==> src/rtl/oam_dma_arbiter_pkg.sv <==
// rtl/oam_dma_arbiter_pkg.sv - shared bus types, OAM DMA constants and arbiter state encoding
package oam_dma_arbiter_pkg;

  typedef enum logic [1:0] {
    IDLE  = 2'd0,
    READ  = 2'd1,
    WRITE = 2'd2
  } bus_op_t;

  typedef enum logic {
    BYTE = 1'b0,
    WORD = 1'b1
  } bus_size_t;

  localparam logic [15:0] DMA_REG_ADDR = 16'hFF46;
  localparam logic [15:0] OAM_BASE     = 16'hFE00;
  localparam int unsigned OAM_LEN      = 160;
  localparam logic [7:0]  OAM_LAST     = 8'(OAM_LEN - 1);

  typedef enum logic [2:0] {
    S_IDLE,
    S_CPU_ISSUE,
    S_CPU_WAIT,
    S_DMA_RD_ISSUE,
    S_DMA_RD_WAIT,
    S_DMA_WR_ISSUE,
    S_DMA_WR_WAIT
  } oam_dma_state_t;

  // Source pages in echo RAM (E0..FF) are read from the WRAM they mirror.
  function automatic logic [7:0] echo_fold(input logic [7:0] hi);
    return (hi >= 8'hE0) ? (hi - 8'h20) : hi;
  endfunction

endpackage

==> src/rtl/oam_dma_arbiter.sv <==
// rtl/oam_dma_arbiter.sv - owns the MMU request port: forwards CPU accesses and runs OAM DMA
module oam_dma_arbiter
  import oam_dma_arbiter_pkg::*;
(
  input  logic        clk,
  input  logic        reset,
  input  bus_op_t     cpu_req_op,
  input  bus_size_t   cpu_req_size,
  input  logic [15:0] cpu_req_addr,
  input  logic [15:0] cpu_req_write_data,
  output logic        cpu_resp_done,
  output logic [15:0] cpu_resp_read_data,
  output bus_op_t     mem_req_op,
  output bus_size_t   mem_req_size,
  output logic [15:0] mem_req_addr,
  output logic [15:0] mem_req_write_data,
  input  logic        mem_resp_done,
  input  logic [15:0] mem_resp_read_data,
  output logic        dma_active
);

  oam_dma_state_t state, state_next;
  logic           trig_pending, trig_pending_next;
  logic [7:0]     src_hi, src_hi_next;
  logic [7:0]     idx, idx_next;
  logic [7:0]     eff_hi;
  logic           hit_lo, hit_hi;

  // Request registers: loaded on entry to an issue state, held through the wait.
  bus_op_t        op_q, op_next;
  bus_size_t      size_q, size_next;
  logic [15:0]    addr_q, addr_next;
  logic [15:0]    wdata_q, wdata_next;

  assign eff_hi = echo_fold(src_hi);
  assign hit_lo = (op_q == WRITE) && (addr_q == DMA_REG_ADDR);
  assign hit_hi = (op_q == WRITE) && (size_q == WORD) && ((addr_q + 16'd1) == DMA_REG_ADDR);

  assign mem_req_size       = size_q;
  assign mem_req_addr       = addr_q;
  assign mem_req_write_data = wdata_q;

  always_ff @(posedge clk) begin
    if (reset) begin
      state        <= S_IDLE;
      trig_pending <= 1'b0;
      src_hi       <= 8'h00;
      idx          <= 8'h00;
      op_q         <= IDLE;
      size_q       <= BYTE;
      addr_q       <= 16'h0000;
      wdata_q      <= 16'h0000;
    end else begin
      state        <= state_next;
      trig_pending <= trig_pending_next;
      src_hi       <= src_hi_next;
      idx          <= idx_next;
      op_q         <= op_next;
      size_q       <= size_next;
      addr_q       <= addr_next;
      wdata_q      <= wdata_next;
    end
  end

  always_comb begin
    state_next         = state;
    trig_pending_next  = trig_pending;
    src_hi_next        = src_hi;
    idx_next           = idx;
    op_next            = op_q;
    size_next          = size_q;
    addr_next          = addr_q;
    wdata_next         = wdata_q;
    mem_req_op         = IDLE;
    cpu_resp_done      = 1'b0;
    cpu_resp_read_data = 16'h0000;
    dma_active         = 1'b0;

    case (state)
      S_IDLE: begin
        if (cpu_req_op != IDLE) begin
          op_next    = cpu_req_op;
          size_next  = cpu_req_size;
          addr_next  = cpu_req_addr;
          wdata_next = cpu_req_write_data;
          state_next = S_CPU_ISSUE;
        end
      end

      S_CPU_ISSUE: begin
        mem_req_op = op_q;
        if (hit_lo) begin
          trig_pending_next = 1'b1;
          src_hi_next       = wdata_q[7:0];
        end else if (hit_hi) begin
          trig_pending_next = 1'b1;
          src_hi_next       = wdata_q[15:8];
        end
        state_next = S_CPU_WAIT;
      end

      S_CPU_WAIT: begin
        if (mem_resp_done) begin
          cpu_resp_done      = 1'b1;
          cpu_resp_read_data = mem_resp_read_data;
          if (trig_pending) begin
            trig_pending_next = 1'b0;
            idx_next          = 8'h00;
            op_next           = READ;
            size_next         = BYTE;
            addr_next         = {eff_hi, 8'h00};
            wdata_next        = 16'h0000;
            state_next        = S_DMA_RD_ISSUE;
          end else begin
            state_next = S_IDLE;
          end
        end
      end

      S_DMA_RD_ISSUE: begin
        dma_active = 1'b1;
        mem_req_op = op_q;
        state_next = S_DMA_RD_WAIT;
      end

      S_DMA_RD_WAIT: begin
        dma_active = 1'b1;
        // The write-data register doubles as the latch for the fetched byte.
        if (mem_resp_done) begin
          op_next    = WRITE;
          size_next  = BYTE;
          addr_next  = OAM_BASE + {8'h00, idx};
          wdata_next = {8'h00, mem_resp_read_data[7:0]};
          state_next = S_DMA_WR_ISSUE;
        end
      end

      S_DMA_WR_ISSUE: begin
        dma_active = 1'b1;
        mem_req_op = op_q;
        state_next = S_DMA_WR_WAIT;
      end

      S_DMA_WR_WAIT: begin
        dma_active = 1'b1;
        if (mem_resp_done) begin
          if (idx == OAM_LAST) begin
            state_next = S_IDLE;
          end else begin
            idx_next   = idx + 8'd1;
            op_next    = READ;
            size_next  = BYTE;
            addr_next  = {eff_hi, idx + 8'd1};
            wdata_next = 16'h0000;
            state_next = S_DMA_RD_ISSUE;
          end
        end
      end

      default: state_next = S_IDLE;
    endcase
  end

endmodule

==> config.mk <==
export PLATFORM = sky130hd
export DESIGN_NAME = oam_dma_arbiter
export DESIGN_NICKNAME = d
export VERILOG_FILES = /design/src/rtl/oam_dma_arbiter_pkg.sv /design/src/rtl/oam_dma_arbiter.sv
export SDC_FILE = /design/constraint.sdc
export NUM_CORES = 1
export LEC_CHECK = 0
export CORE_MARGIN = 3
export CORE_UTILIZATION = 40
export DETAILED_ROUTE_END_ITERATION = 10
export GPL_TIMING_DRIVEN = 0
export PLACE_DENSITY = 0.73
export SYNTH_ARGS = -nofsm -noshare
export SYNTH_HDL_FRONTEND = slang
export SYNTH_SLANG_ARGS = --single-unit
==> constraint.sdc <==
create_clock -name clk -period 3.1 [get_ports clk]
set_input_delay 0.62 -clock clk [delete_from_list [all_inputs] [get_ports clk]]
set_output_delay 0.62 -clock clk [all_outputs]
set_load 0.02 [all_outputs]
**Word-level counts from Yosys, hierarchy flattened**

Index checks and enable logic that the tools add are counted.

- Add/sub/neg operators: 4
- $lt $le $gt $ge: 1
- Eq/ne operators: 17
- Multiplexer cells: 52
- Reduce and logical (&&, ||, !) cells: 16

Operator list:

| operator | number |
|---|---|
| 16-bit 2-to-1 mux | 14 |
| 16-bit one-hot mux with 4 select lines | 2 |
| 8-bit 2-to-1 mux | 7 |
| 16-bit == test (second input constant) | 2 |
| 3-bit one-hot mux with 7 select lines | 1 |
| 2-bit 2-to-1 mux | 9 |
| 16-bit by 1-bit adder with 16-bit output (second input constant) | 1 |
| 8-bit one-hot mux with 2 select lines | 1 |
| 3-bit 2-to-1 mux | 4 |
| 2-bit != test (second input constant) | 6 |
| 10-bit by 9-bit adder with 11-bit output (first input constant) | 1 |
| 1-bit 2-to-1 mux | 11 |
| 3-bit == test (second input constant) | 3 |
| 8-bit by 1-bit adder with 8-bit output (second input constant) | 1 |
| 8-bit == test (second input constant) | 1 |
| 8-bit greater-or-equal comparator (second input constant) | 1 |
| 2-bit one-hot mux with 4 select lines | 1 |
| 2-bit nonzero test | 4 |
| 8-bit by 6-bit subtractor with 8-bit output (second input constant) | 1 |
| 7-bit AND reduction | 1 |
| 3-bit by 2-bit == test with 1-bit output (second input constant) | 2 |
| 5-bit AND reduction | 1 |
| 1-bit one-hot mux with 4 select lines | 1 |
| 4-bit AND reduction | 1 |
| 11 further kinds | 13 |

- Flip-flop bits (word level): 55

**Longest topological paths before layout**

Gate-level depths: netlist of the first run.

- Depth in word-level cells: 6
- Mapped depth: 8

**Worst setup path before layout of the first run**

OpenSTA, ideal clock, no wires.

- Path kind: input to output
- From: in mem_resp_done
- To: out cpu_resp_read_data[10]
- Arrival: 1.574 ns
- Data required time: 2.480 ns
- Setup slack: 0.906 ns
- Stages on the path: 4
- Path through: nand2_2 nor2_1 clkbuf_1 and2_1

- Word-level cells in the longest chain between the ends: 2

RTL lines:

| what | RTL line | text |
|---|---|---|
| start, declared | oam_dma_arbiter.sv:17 | `input logic mem_resp_done,` |
| 16-bit 2-to-1 mux | oam_dma_arbiter.sv:103 | `if (mem_resp_done) begin` |
| 16-bit 2-to-1 mux | oam_dma_arbiter.sv:79 | `case (state)` |
| end, declared | oam_dma_arbiter.sv:12 | `output logic [15:0] cpu_resp_read_data,` |

Every way passes these cells.

**Worst setup path after layout of the first run**

- From: in mem_resp_done
- To: out cpu_resp_done

- Word-level cells in the longest chain between the ends: 2

RTL lines:

| what | RTL line | text |
|---|---|---|
| 1-bit 2-to-1 mux | oam_dma_arbiter.sv:103 |  |
| 1-bit 2-to-1 mux | oam_dma_arbiter.sv:79 |  |
| end, declared | oam_dma_arbiter.sv:11 | `output logic cpu_resp_done,` |

Every way passes these cells.

==> reports/metrics.cfg, run 1 <==
[clock_network]
clockBufferDepth = 2
hold_buffers = 0
htreeDepth = 2
path_clk_slew_ps = 100
cts_buffers = 5
clock_sinks = 55
cts_tree = done
root_buffer = clkbuf_8
worstSkewPairLatency_ps = 310

[sta]
skew_ps = 7.50
slew_violations = 0
rsz0062_at_grt = no
min_period_ps = 2990
period_share = 0.964
finalHoldViolations = 0
finalSetupViolations = 0
fin_ws_ps = 110
fmax_mhz = 334
tns_ps = 0
slew-limit-headroom = 0.490
worstMarginPinSlew_ps = 745

[worst_setup_path]
crit_family = buffers and inverters
cp_cell_sequence = clkdlybuf4s50_1 > nand2_2 > nor2_4 > clkbuf_2 > clkdlybuf4s50_1
rr_endpoint = src_hi[1]
cp-start-kind = primary input
crit_slowest_cell = clkdlybuf4s50_1
cpPeakStageDelay_ps = 630
endpoint_kind = primary output
r2r-start = op_q[1]
r2r_slack_ps = 830
crit_cells = 5
cp.arrival_ps = 2370
path_buf_inv = 3
crit_fanout = 10
worst-r2r-cell-count = 6
critPathRequiredTime_ps = 2480
crit_type = primary input to primary output
path_common_cell = clkdlybuf4s50_1

[hold_path]
hold_depth = 2
min_to = src_hi[3]
hold_start = src_hi[3]
min_path_type = register to register

[grt]
grtUsageTotal = 0.235
grt_remaining_overflow = 0
antenna_found_initial = 0
grt_pass1_vias = 3207
grt_pass1_wl_um = 16000
grt_max_degree = 19

[place]
placed_area_um2 = 4150
dp_hpwl_um = 8040
port_buffers = 106
gp_congestion = 0.935
dp_slack_ps = -436

[final_layout]
multi_input_area_um2 = 1700
drive_gt1_frac = 0.0613
seq_area_um2 = 1100
mostFrequentLayoutCell = clkdlybuf4s50_1
n_fill_cell = 688
final_nets = 544
areaGrowthSynthToFinish_pct = 42.8
mostFrequentLayoutCells = 97 x clkdlybuf4s50_1, 55 x dfxtp_1, 41 x nand2_1, 37 x nor2_1, 27 x nand3_1
design_area_um2 = 4240
antennaDiodeCount = 0

[synthesis]
synth_top_flop_cell = dfxtp_1
synth_cell_types = 53
ys_ff_latch = 55
synth.avg_cell_area_um2 = 7.93
mappedNetlistArea_um2 = 2970
synth_warnings = 0
seq_area_frac_synth = 0.370
syn_inst = 375
synth-edff-count = 0
syn_nets = 431
async_flop_share = 0

[floorplan]
die_area_um2 = 8500
start_util = 0.426
row_count = 30
dieHeight_um = 92.2
dieWidth_um = 92.2
core_area_um2 = 6980
ios = 107

[status]
status = complete, no violations

[routing]
drcViolationCount = 0
dr.pass1.iters = 7
via_per_inst = 5.54
detail-route-antenna-nets = 0
routed_wl_um = 10200
post_drt_wl_per_cell_um = 17.4
route.vias.total = 3243
drt_iter0_drc = 209

[run]
drv_cap = 0

[power_and_ir_drop]
leakagePower_nw = 1.62
ir_worst_vdd_mv = 0.202
p_per_area_nw_per_um2 = 433

-- metal layers --
layer  vias to the layer above  routed length (um)  share of wire  GRT usage
met3                        12                 858          0.084     0.0492
li1                       1596                   -              -          -
met5                         -                   0              0          0
met1                      1487                4470           0.44      0.306
met2                       148                4700           0.46      0.391
met4                         0                 148          0.015     0.0656
-- power by group --
part	internal (mW)	switching (mW)
clock network	0.164	0.256
registers	0.772	0.0693
logic	0.274	0.303
-- layout make-up --
cell class / instances / area share
buffer: 27 / 0.0345
clock buffer: 5 / 0.0162
clock inverter: 3 / 0.00560
inverter: 10 / 0.00884
multi-input combinational: 283 / 0.400
sequential: 55 / 0.259
tap: 96 / 0.0283
timing repair buffer: 106 / 0.247
-- state kept, by name, indices dropped and copies added, names as in the netlist --
register            cells
idx                     8
mem_req_addr           16
mem_req_size            1
op_q                    2
trig_pending            1
src_hi                  8
mem_req_write_data     16
state                   3
-- cells in the mapped netlist (3+ instances only) --
| master | n | area [um^2] |
|---|---|---|
| a211oi_1 | 5 | 37.5 |
| buf_4 | 4 | 30.0 |
| nand3_1 | 27 | 135 |
| and3_1 | 5 | 31.3 |
| buf_6 | 3 | 33.8 |
| nand2_1 | 41 | 154 |
| nor2b_1 | 4 | 25.0 |
| a311oi_1 | 16 | 140 |
| o21ai_0 | 13 | 65.1 |
| dfxtp_1 | 55 | 1100 |
| a21oi_1 | 25 | 125 |
| buf_2 | 5 | 25.0 |
| nor4_1 | 3 | 18.8 |
| nor3_1 | 10 | 50.1 |
| a222oi_1 | 3 | 30.0 |
| or4_1 | 4 | 30.0 |
| or3_1 | 8 | 50.1 |
| inv_1 | 10 | 37.5 |
| nand2b_1 | 4 | 25.0 |
| clkbuf_1 | 15 | 56.3 |
| o211ai_1 | 9 | 67.6 |
| mux2i_1 | 12 | 120 |
| nand4_1 | 4 | 25.0 |
| a2111oi_0 | 4 | 35.0 |
| nor2_1 | 38 | 143 |
| and2_1 | 16 | 100 |
-- kinds of logic (layout without fill, tap and decap cells) --
group,Yosys count,after routing,synth area share
buf+inv,37,151,0.0614
compound gates,88,88,0.205
simple gates,178,178,0.305
xor+xnor,2,2,0.00589
flops,55,55,0.370
mux,13,13,0.0442
fa+ha+maj,2,2,0.00842
-- metrics by stage --
| step | std cells | util | hold WS [ps] | power [mW] |
|---|---|---|---|---|
| 6_report | 585 | 0.608 | 469 | 1.84 |
| 5_1_grt | 585 | 0.608 | 509 | 1.92 |
| 4_1_cts | 585 | 0.608 | 469 | 1.84 |
| 3_5_place_dp | 577 | 0.595 | 452 | 1.43 |
| 3_3_place_gp | 577 | 0.595 | 447 | 1.43 |
| 2_1_floorplan | 375 | - | 438 | 1.14 |
-- timing repair --
item                       CTS  global route
resized for setup           12             0
buffers inserted             0             0
setup endpoints to repair   17             0
-- worst register-to-register path, stage by stage, from the launching register on --
cell,delay (ps)
dfxtp_1,390
nor4bb_1,360
nand4_1,410
nor2_2,480
a22oi_1,160
buf_4,220
mux2i_1,130
-- worst max-delay path by stage --
| stage | endpoint | startpoint |
|---|---|---|
| finish | cpu_resp_done | mem_resp_done |
| global route | cpu_resp_done | mem_resp_done |
| CTS | cpu_resp_done | mem_resp_done |
| detailed placement | cpu_resp_read_data[9] | mem_resp_done |
| global placement | cpu_resp_read_data[9] | mem_resp_done |
| floorplan | cpu_resp_read_data[10] | mem_resp_done |
Power figures use the tool's default switching activity.
==> inputs of run 2 (changes only) <==
==> constraint.sdc (replaced) <==
create_clock -name clk -period 3.1 [get_ports clk]
set_input_delay 0.465 -clock clk [delete_from_list [all_inputs] [get_ports clk]]
set_output_delay 0.465 -clock clk [all_outputs]
set_load 0.02 [all_outputs]
==> run 2 against run 1 <==
Combinational power about the same. Die area unchanged. Register-to-register slack about the same. Routed wire length about the same. First-iteration DRC count down 5.3%. Hold slack worse by 2.2 ps. Critical path depth up 1. Sequential share of layout area about the same. Flip-flop and latch count unchanged. Cell count unchanged. Clock power down 1%. Fmax up 0.40%. Critical endpoint is now cpu_resp_read_data[9].
==> reports/metrics.cfg, run 2 (synthesis gave the netlist of run 1 again) <==
[power_and_ir_drop]
p_per_area_nw_per_um2 = 432  ; was 433 nW/um^2
total_power_mw = 1.84  ; about the same
leakagePower_nw = 1.58  ; was 1.62 nW
ir_worst_vdd_mv = 0.201  ; was 0.202 mV

[sta]
fmax_mhz = 336  ; was 334 MHz
period_share = 0.961  ; was 0.964
finalHoldViolations = 0  ; unchanged
tns_ps = 0  ; unchanged
worstMarginPinSlew_ps = 781  ; was 745 ps
skew_ps = 6.61  ; was 7.50 ps
slew-limit-headroom = 0.466  ; was 0.490
finalSetupViolations = 0  ; unchanged
slew_violations = 0  ; unchanged
min_period_ps = 2980  ; was 2990 ps
whs_ps = 467  ; was 469 ps
rsz0062_at_grt = no  ; unchanged

[grt]
antenna_found_initial = 0  ; unchanged
grt_pass1_vias = 3201  ; was 3207
grtUsageTotal = 0.235  ; about the same
grt_max_degree = 19  ; unchanged
grt_pass1_wl_um = 16000  ; about the same
grt_remaining_overflow = 0  ; unchanged

[worst_setup_path]
critPathLaunch = mem_resp_done  ; unchanged
worstSetupEndpoint = cpu_resp_read_data[9]  ; was cpu_resp_done
crit_fanout = 10  ; unchanged
endpoint_kind = primary output  ; unchanged
crit_slowest_cell = clkdlybuf4s50_1  ; unchanged
cp_cell_sequence = clkdlybuf4s50_1 > nand2_2 > nor2_2 > clkbuf_2 > and2_1 > clkdlybuf4s50_1  ; was clkdlybuf4s50_1 > nand2_2 > nor2_4 > clkbuf_2 > clkdlybuf4s50_1
r2r-start = op_q[1]  ; unchanged
crit_type = primary input to primary output  ; unchanged
path_common_cell = clkdlybuf4s50_1  ; unchanged
cpPeakStageDelay_ps = 630  ; about the same
critPathRequiredTime_ps = 2630  ; was 2480 ps
cp-start-kind = primary input  ; unchanged
cp.arrival_ps = 2510  ; was 2370 ps
rr_endpoint = src_hi[1]  ; unchanged
r2r_slack_ps = 840  ; was 830 ps
worst-r2r-cell-count = 6  ; unchanged

[final_layout]
n_fill_cell = 678  ; was 688
design_area_um2 = 4250  ; was 4240 um^2
drive_gt1_frac = 0.0613  ; unchanged
mostFrequentLayoutCell = clkdlybuf4s50_1  ; unchanged
areaGrowthSynthToFinish_pct = 43.0  ; was 42.8%
fin_cells = 585  ; unchanged
antennaDiodeCount = 0  ; unchanged
final_nets = 544  ; unchanged
mostFrequentLayoutCells = 106 x clkdlybuf4s50_1, 55 x dfxtp_1, 41 x nand2_1, 37 x nor2_1, 27 x nand3_1  ; was 97 x clkdlybuf4s50_1, 55 x dfxtp_1, 41 x nand2_1, 37 x nor2_1, 27 x nand3_1

[routing]
drcViolationCount = 0  ; unchanged
detail-route-antenna-nets = 0  ; unchanged
route.vias.total = 3260  ; was 3243
dr.pass1.iters = 5  ; was 7
drt_iter0_drc = 198  ; was 209
via_per_inst = 5.57  ; was 5.54
routed_wl_um = 10200  ; about the same
post_drt_wl_per_cell_um = 17.4  ; about the same

[place]
placed_area_um2 = 4150  ; unchanged
port_buffers = 106  ; unchanged
gp_congestion = 0.935  ; unchanged
dp_hpwl_um = 8040  ; unchanged
dp_cells = 577  ; unchanged

[floorplan]
die_area_um2 = 8500  ; unchanged
ios = 107  ; unchanged
dieHeight_um = 92.2  ; unchanged
start_util = 0.426  ; unchanged
row_count = 30  ; unchanged
dieWidth_um = 92.2  ; unchanged
core_area_um2 = 6980  ; unchanged

[clock_network]
path_clk_slew_ps = 100  ; about the same
cts_buffers = 5  ; unchanged
cts_tree = done  ; unchanged
clock_sinks = 55  ; unchanged
root_buffer = clkbuf_8  ; unchanged
clockBufferDepth = 2  ; unchanged
worstSkewPairLatency_ps = 310  ; about the same
htreeDepth = 2  ; unchanged

[hold_path]
hold_depth = 2  ; unchanged
min_path_type = register to register  ; unchanged

[run]
drv_cap = 0  ; unchanged

[status]
status = complete, no violations  ; unchanged

## run 2: cell types whose count changed in the layout (fill, tap and decap cells not counted), sizes merged
cell | previous run | this run
clkdlybuf4s50 | 97 | 106
dlygate4sd2 | 9 | 0
## run 2: per-stage QoR
stage | setup slack, ps | utilization
final | 122 | 0.609
after global routing | 3.49 | 0.609
after CTS | 70.9 | 0.609
after detailed placement | -126 | 0.595
after global placement | -80.9 | 0.595
after floorplan | 1100 | -
## run 2: report_power, final
part           total (mW)  internal, mW  switching [mW]
clock network       0.416         0.164           0.252
registers           0.841         0.772          0.0693
logic               0.580         0.276           0.303
total                1.84          1.21           0.625
## run 2: layout make-up
class | count | area [um^2] | share of cell area
Sequential cell | 55 | 1100 | 0.259
Clock inverter | 3 | 23.8 | 0.00559
Tap cell | 96 | 120 | 0.0283
Timing Repair Buffer | 106 | 1060 | 0.250
Multi-Input combinational cell | 283 | 1690 | 0.398
Buffer | 27 | 146 | 0.0344
Clock buffer | 5 | 68.8 | 0.0162
Inverter | 10 | 37.5 | 0.00883
## run 2: critical path, delay by kind of cell
| family | cells | cell delay [ps] |
|---|---|---|
| buffers and inverters | 3 | 1430 |
| AND/OR/NAND/NOR | 3 | 610 |
## run 2: what timing repair did
item | in CTS | in global routing
hold buffers | 0 | 0
setup buffers | 0 | 0
endpoints found under the setup margin | 9 | 0
gates resized for setup | 2 | 0
## run 2: worst min-delay path by stage
stage | from | endpoint | slack, ps
5_1_grt | mem_req_write_data[13] | mem_req_write_data[13] | 510
3_5_place_dp | src_hi[2] | src_hi[2] | 450
2_1_floorplan | src_hi[1] | src_hi[1] | 440
3_3_place_gp | src_hi[2] | src_hi[2] | 450
6_report | src_hi[3] | src_hi[3] | 470
4_1_cts | src_hi[3] | src_hi[3] | 470
## run 2: routing by layer
metal	wire [um]	vias to the layer above	track usage
met3	904	10	0.0500
met5	0	-	0
met2	4710	146	0.390
li1	-	1597	-
met1	4430	1507	0.306
met4	127	0	0.0656
==> inputs of run 3 (changes only) <==
Settings changed: CORE_UTILIZATION 40 to 41, PLACE_DENSITY 0.73 to 0.77.
Clock period 3.1 ns to 2.45 ns, I/O delays scaled along.
==> run 3 against run 2 <==
Power increased by 27%. Critical endpoint is now cpu_resp_read_data[0]. Largest power group unchanged. Setup slack got worse by 29 ps. Clock-buffer cell count did not move. Largest cell class unchanged.
==> reports/metrics.cfg, run 3 (synthesis gave the netlist of run 1 again) <==
[floorplan]
row_count = 30  ; unchanged
ios = 107  ; unchanged
dieHeight_um = 91.2  ; was 92.2 um
start_util = 0.430  ; was 0.426
die_area_um2 = 8310  ; was 8500 um^2
core_area_um2 = 6910  ; was 6980 um^2
dieWidth_um = 91.2  ; was 92.2 um

[sta]
skew_ps = 6.40  ; was 6.61 ps
finalSetupViolations = 0  ; unchanged
slew-limit-headroom = 0.601  ; was 0.466
slew_violations = 0  ; unchanged
worstMarginPinSlew_ps = 599  ; was 781 ps
period_share = 0.962
min_period_ps = 2360
finalHoldViolations = 0  ; unchanged
whs_ps = 473  ; was 467 ps
fmax_mhz = 424

[hold_path]
hold_depth = 2  ; unchanged
min_to = src_hi[1]  ; was src_hi[3]
min_path_type = register to register  ; unchanged
hold_start = src_hi[1]  ; was src_hi[3]

[clock_network]
hold_buffers = 0  ; unchanged
clock_sinks = 55  ; unchanged
clockBufferDepth = 2  ; unchanged
root_buffer = clkbuf_8  ; unchanged
cts_buffers = 5  ; unchanged
path_clk_slew_ps = 110  ; was 100 ps
cts_tree = done  ; unchanged
htreeDepth = 2  ; unchanged
worstSkewPairLatency_ps = 310  ; about the same

[worst_setup_path]
endpoint_kind = primary output  ; unchanged
cp-start-kind = primary input  ; unchanged
r2r_slack_ps = 200  ; was 840 ps
worst-r2r-cell-count = 6  ; unchanged
rr_endpoint = src_hi[2]  ; was src_hi[1]
crit_fanout = 8  ; was 10
r2r-start = mem_req_addr[11]  ; was op_q[1]
crit_type = primary input to primary output  ; unchanged
critPathRequiredTime_ps = 2080  ; was 2630 ps
cp.arrival_ps = 1990  ; was 2510 ps

[final_layout]
seq_area_um2 = 1100  ; about the same
drive_gt1_frac = 0.0695  ; was 0.0613
mostFrequentLayoutCells = 90 x clkdlybuf4s50_1, 54 x dfxtp_1, 41 x nand2_1, 37 x nor2_1, 27 x nand3_1  ; was 106 x clkdlybuf4s50_1, 55 x dfxtp_1, 41 x nand2_1, 37 x nor2_1, 27 x nand3_1
fin_cells = 585  ; unchanged
final_nets = 544  ; unchanged
areaGrowthSynthToFinish_pct = 43.9  ; was 43.0%
utilization = 0.619  ; was 0.609
n_fill_cell = 652  ; was 678
multi_input_area_um2 = 1700  ; was 1690 um^2
mostFrequentLayoutCell = clkdlybuf4s50_1  ; unchanged
antennaDiodeCount = 0  ; unchanged

[grt]
grt_max_degree = 20  ; was 19
grt_pass1_vias = 3174  ; was 3201
antenna_found_initial = 0  ; unchanged
grt_remaining_overflow = 0  ; unchanged
grtUsageTotal = 0.242  ; was 0.235
grt_pass1_wl_um = 16300  ; was 16000 um

[status]
status = complete, no violations  ; unchanged

[routing]
routed_wl_um = 10200  ; about the same
drcViolationCount = 0  ; unchanged
route.vias.total = 3348  ; was 3260
drt_iter0_drc = 259  ; was 198
dr.pass1.iters = 5  ; unchanged
post_drt_wl_per_cell_um = 17.5  ; was 17.4 um
via_per_inst = 5.72  ; was 5.57
detail-route-antenna-nets = 0  ; unchanged

[power_and_ir_drop]
leakagePower_nw = 1.76  ; was 1.58 nW
ir_worst_vdd_mv = 0.292  ; was 0.201 mV
p_per_area_nw_per_um2 = 547  ; was 432 nW/um^2

[run]
drv_cap = 0  ; unchanged

[place]
dp_cells = 577  ; unchanged
port_buffers = 106  ; unchanged
gp_congestion = 0.946  ; was 0.935
dp_hpwl_um = 7920  ; was 8040 um

## run 3: cell types whose count changed in the layout (fill, tap and decap cells not counted)
cell	before	now
dlygate4sd2_1	0	8
dfxtp_2	0	1
clkbuf_1	14	11
dlymetal6s2s_1	0	7
clkdlybuf4s50_1	106	90
clkbuf_2	1	2
dfxtp_1	55	54
clkbuf_4	0	1
clkdlybuf4s15_1	0	1
nor2_4	0	2
buf_4	4	5
nor2_2	2	0
## run 3: how the worst max path moves through the flow
stage / slack [ps] / to / cells after the start / startpoint
floorplan: 540 / cpu_resp_read_data[10] / 5 / state[1]
CTS: 0.7 / cpu_resp_done / 5 / mem_resp_done
global route: -7 / src_hi[2] / 6 / mem_req_addr[11]
detailed placement: -500 / cpu_resp_read_data[8] / 6 / mem_resp_done
finish: 90 / cpu_resp_read_data[0] / 5 / mem_resp_done
global placement: -490 / cpu_resp_read_data[8] / 6 / mem_resp_done
## run 3: power breakdown
group | switching, mW | internal [mW] | total (mW) | leakage, nW
registers | 0.0891 | 0.977 | 1.07 | 0.452
clock network | 0.328 | 0.208 | 0.535 | 0.0461
logic | 0.387 | 0.349 | 0.736 | 1.26
total | 0.804 | 1.53 | 2.34 | 1.76
## run 3: stage by stage
stage               instance area, um^2  power [mW]  TNS [ps]  setup WS (ps)
floorplan                          2970        1.44         0            543
global placement                   4150        1.80     -5120           -490
detailed placement                 4150        1.81     -5220           -503
CTS                                4250        2.33         0          0.685
global route                       4280        2.44     -7.31          -7.31
finish                             4280        2.34         0           92.6
## run 3: repair_timing
action	CTS	global route
resized for setup	15	10
endpoints found under the setup margin	20	18
setup buffers	1	0
## run 3: per-layer routing
metal / GRT usage / vias to the layer above / part of all wire
li1: - / 1599 / -
met5: 0 / - / 0
met3: 0.0572 / 13 / 0.10
met4: 0.0616 / 0 / 0.014
met2: 0.405 / 173 / 0.48
met1: 0.314 / 1563 / 0.41
## run 3: worst max-delay path, stage by stage
cell and delay, ps:
clkdlybuf4s50_1 550, nand2_2 150, nor2_4 180, and2_1 150, clkdlybuf4s50_1 590
## run 3: layout make-up
class,instances,share of cell area
Sequential cell,55,0.258
Clock buffer,5,0.0161
Clock inverter,3,0.00556
Tap cell,96,0.0281
Timing Repair Buffer,107,0.252
Multi-Input combinational cell,283,0.398
Buffer,26,0.0345
Inverter,10,0.00877
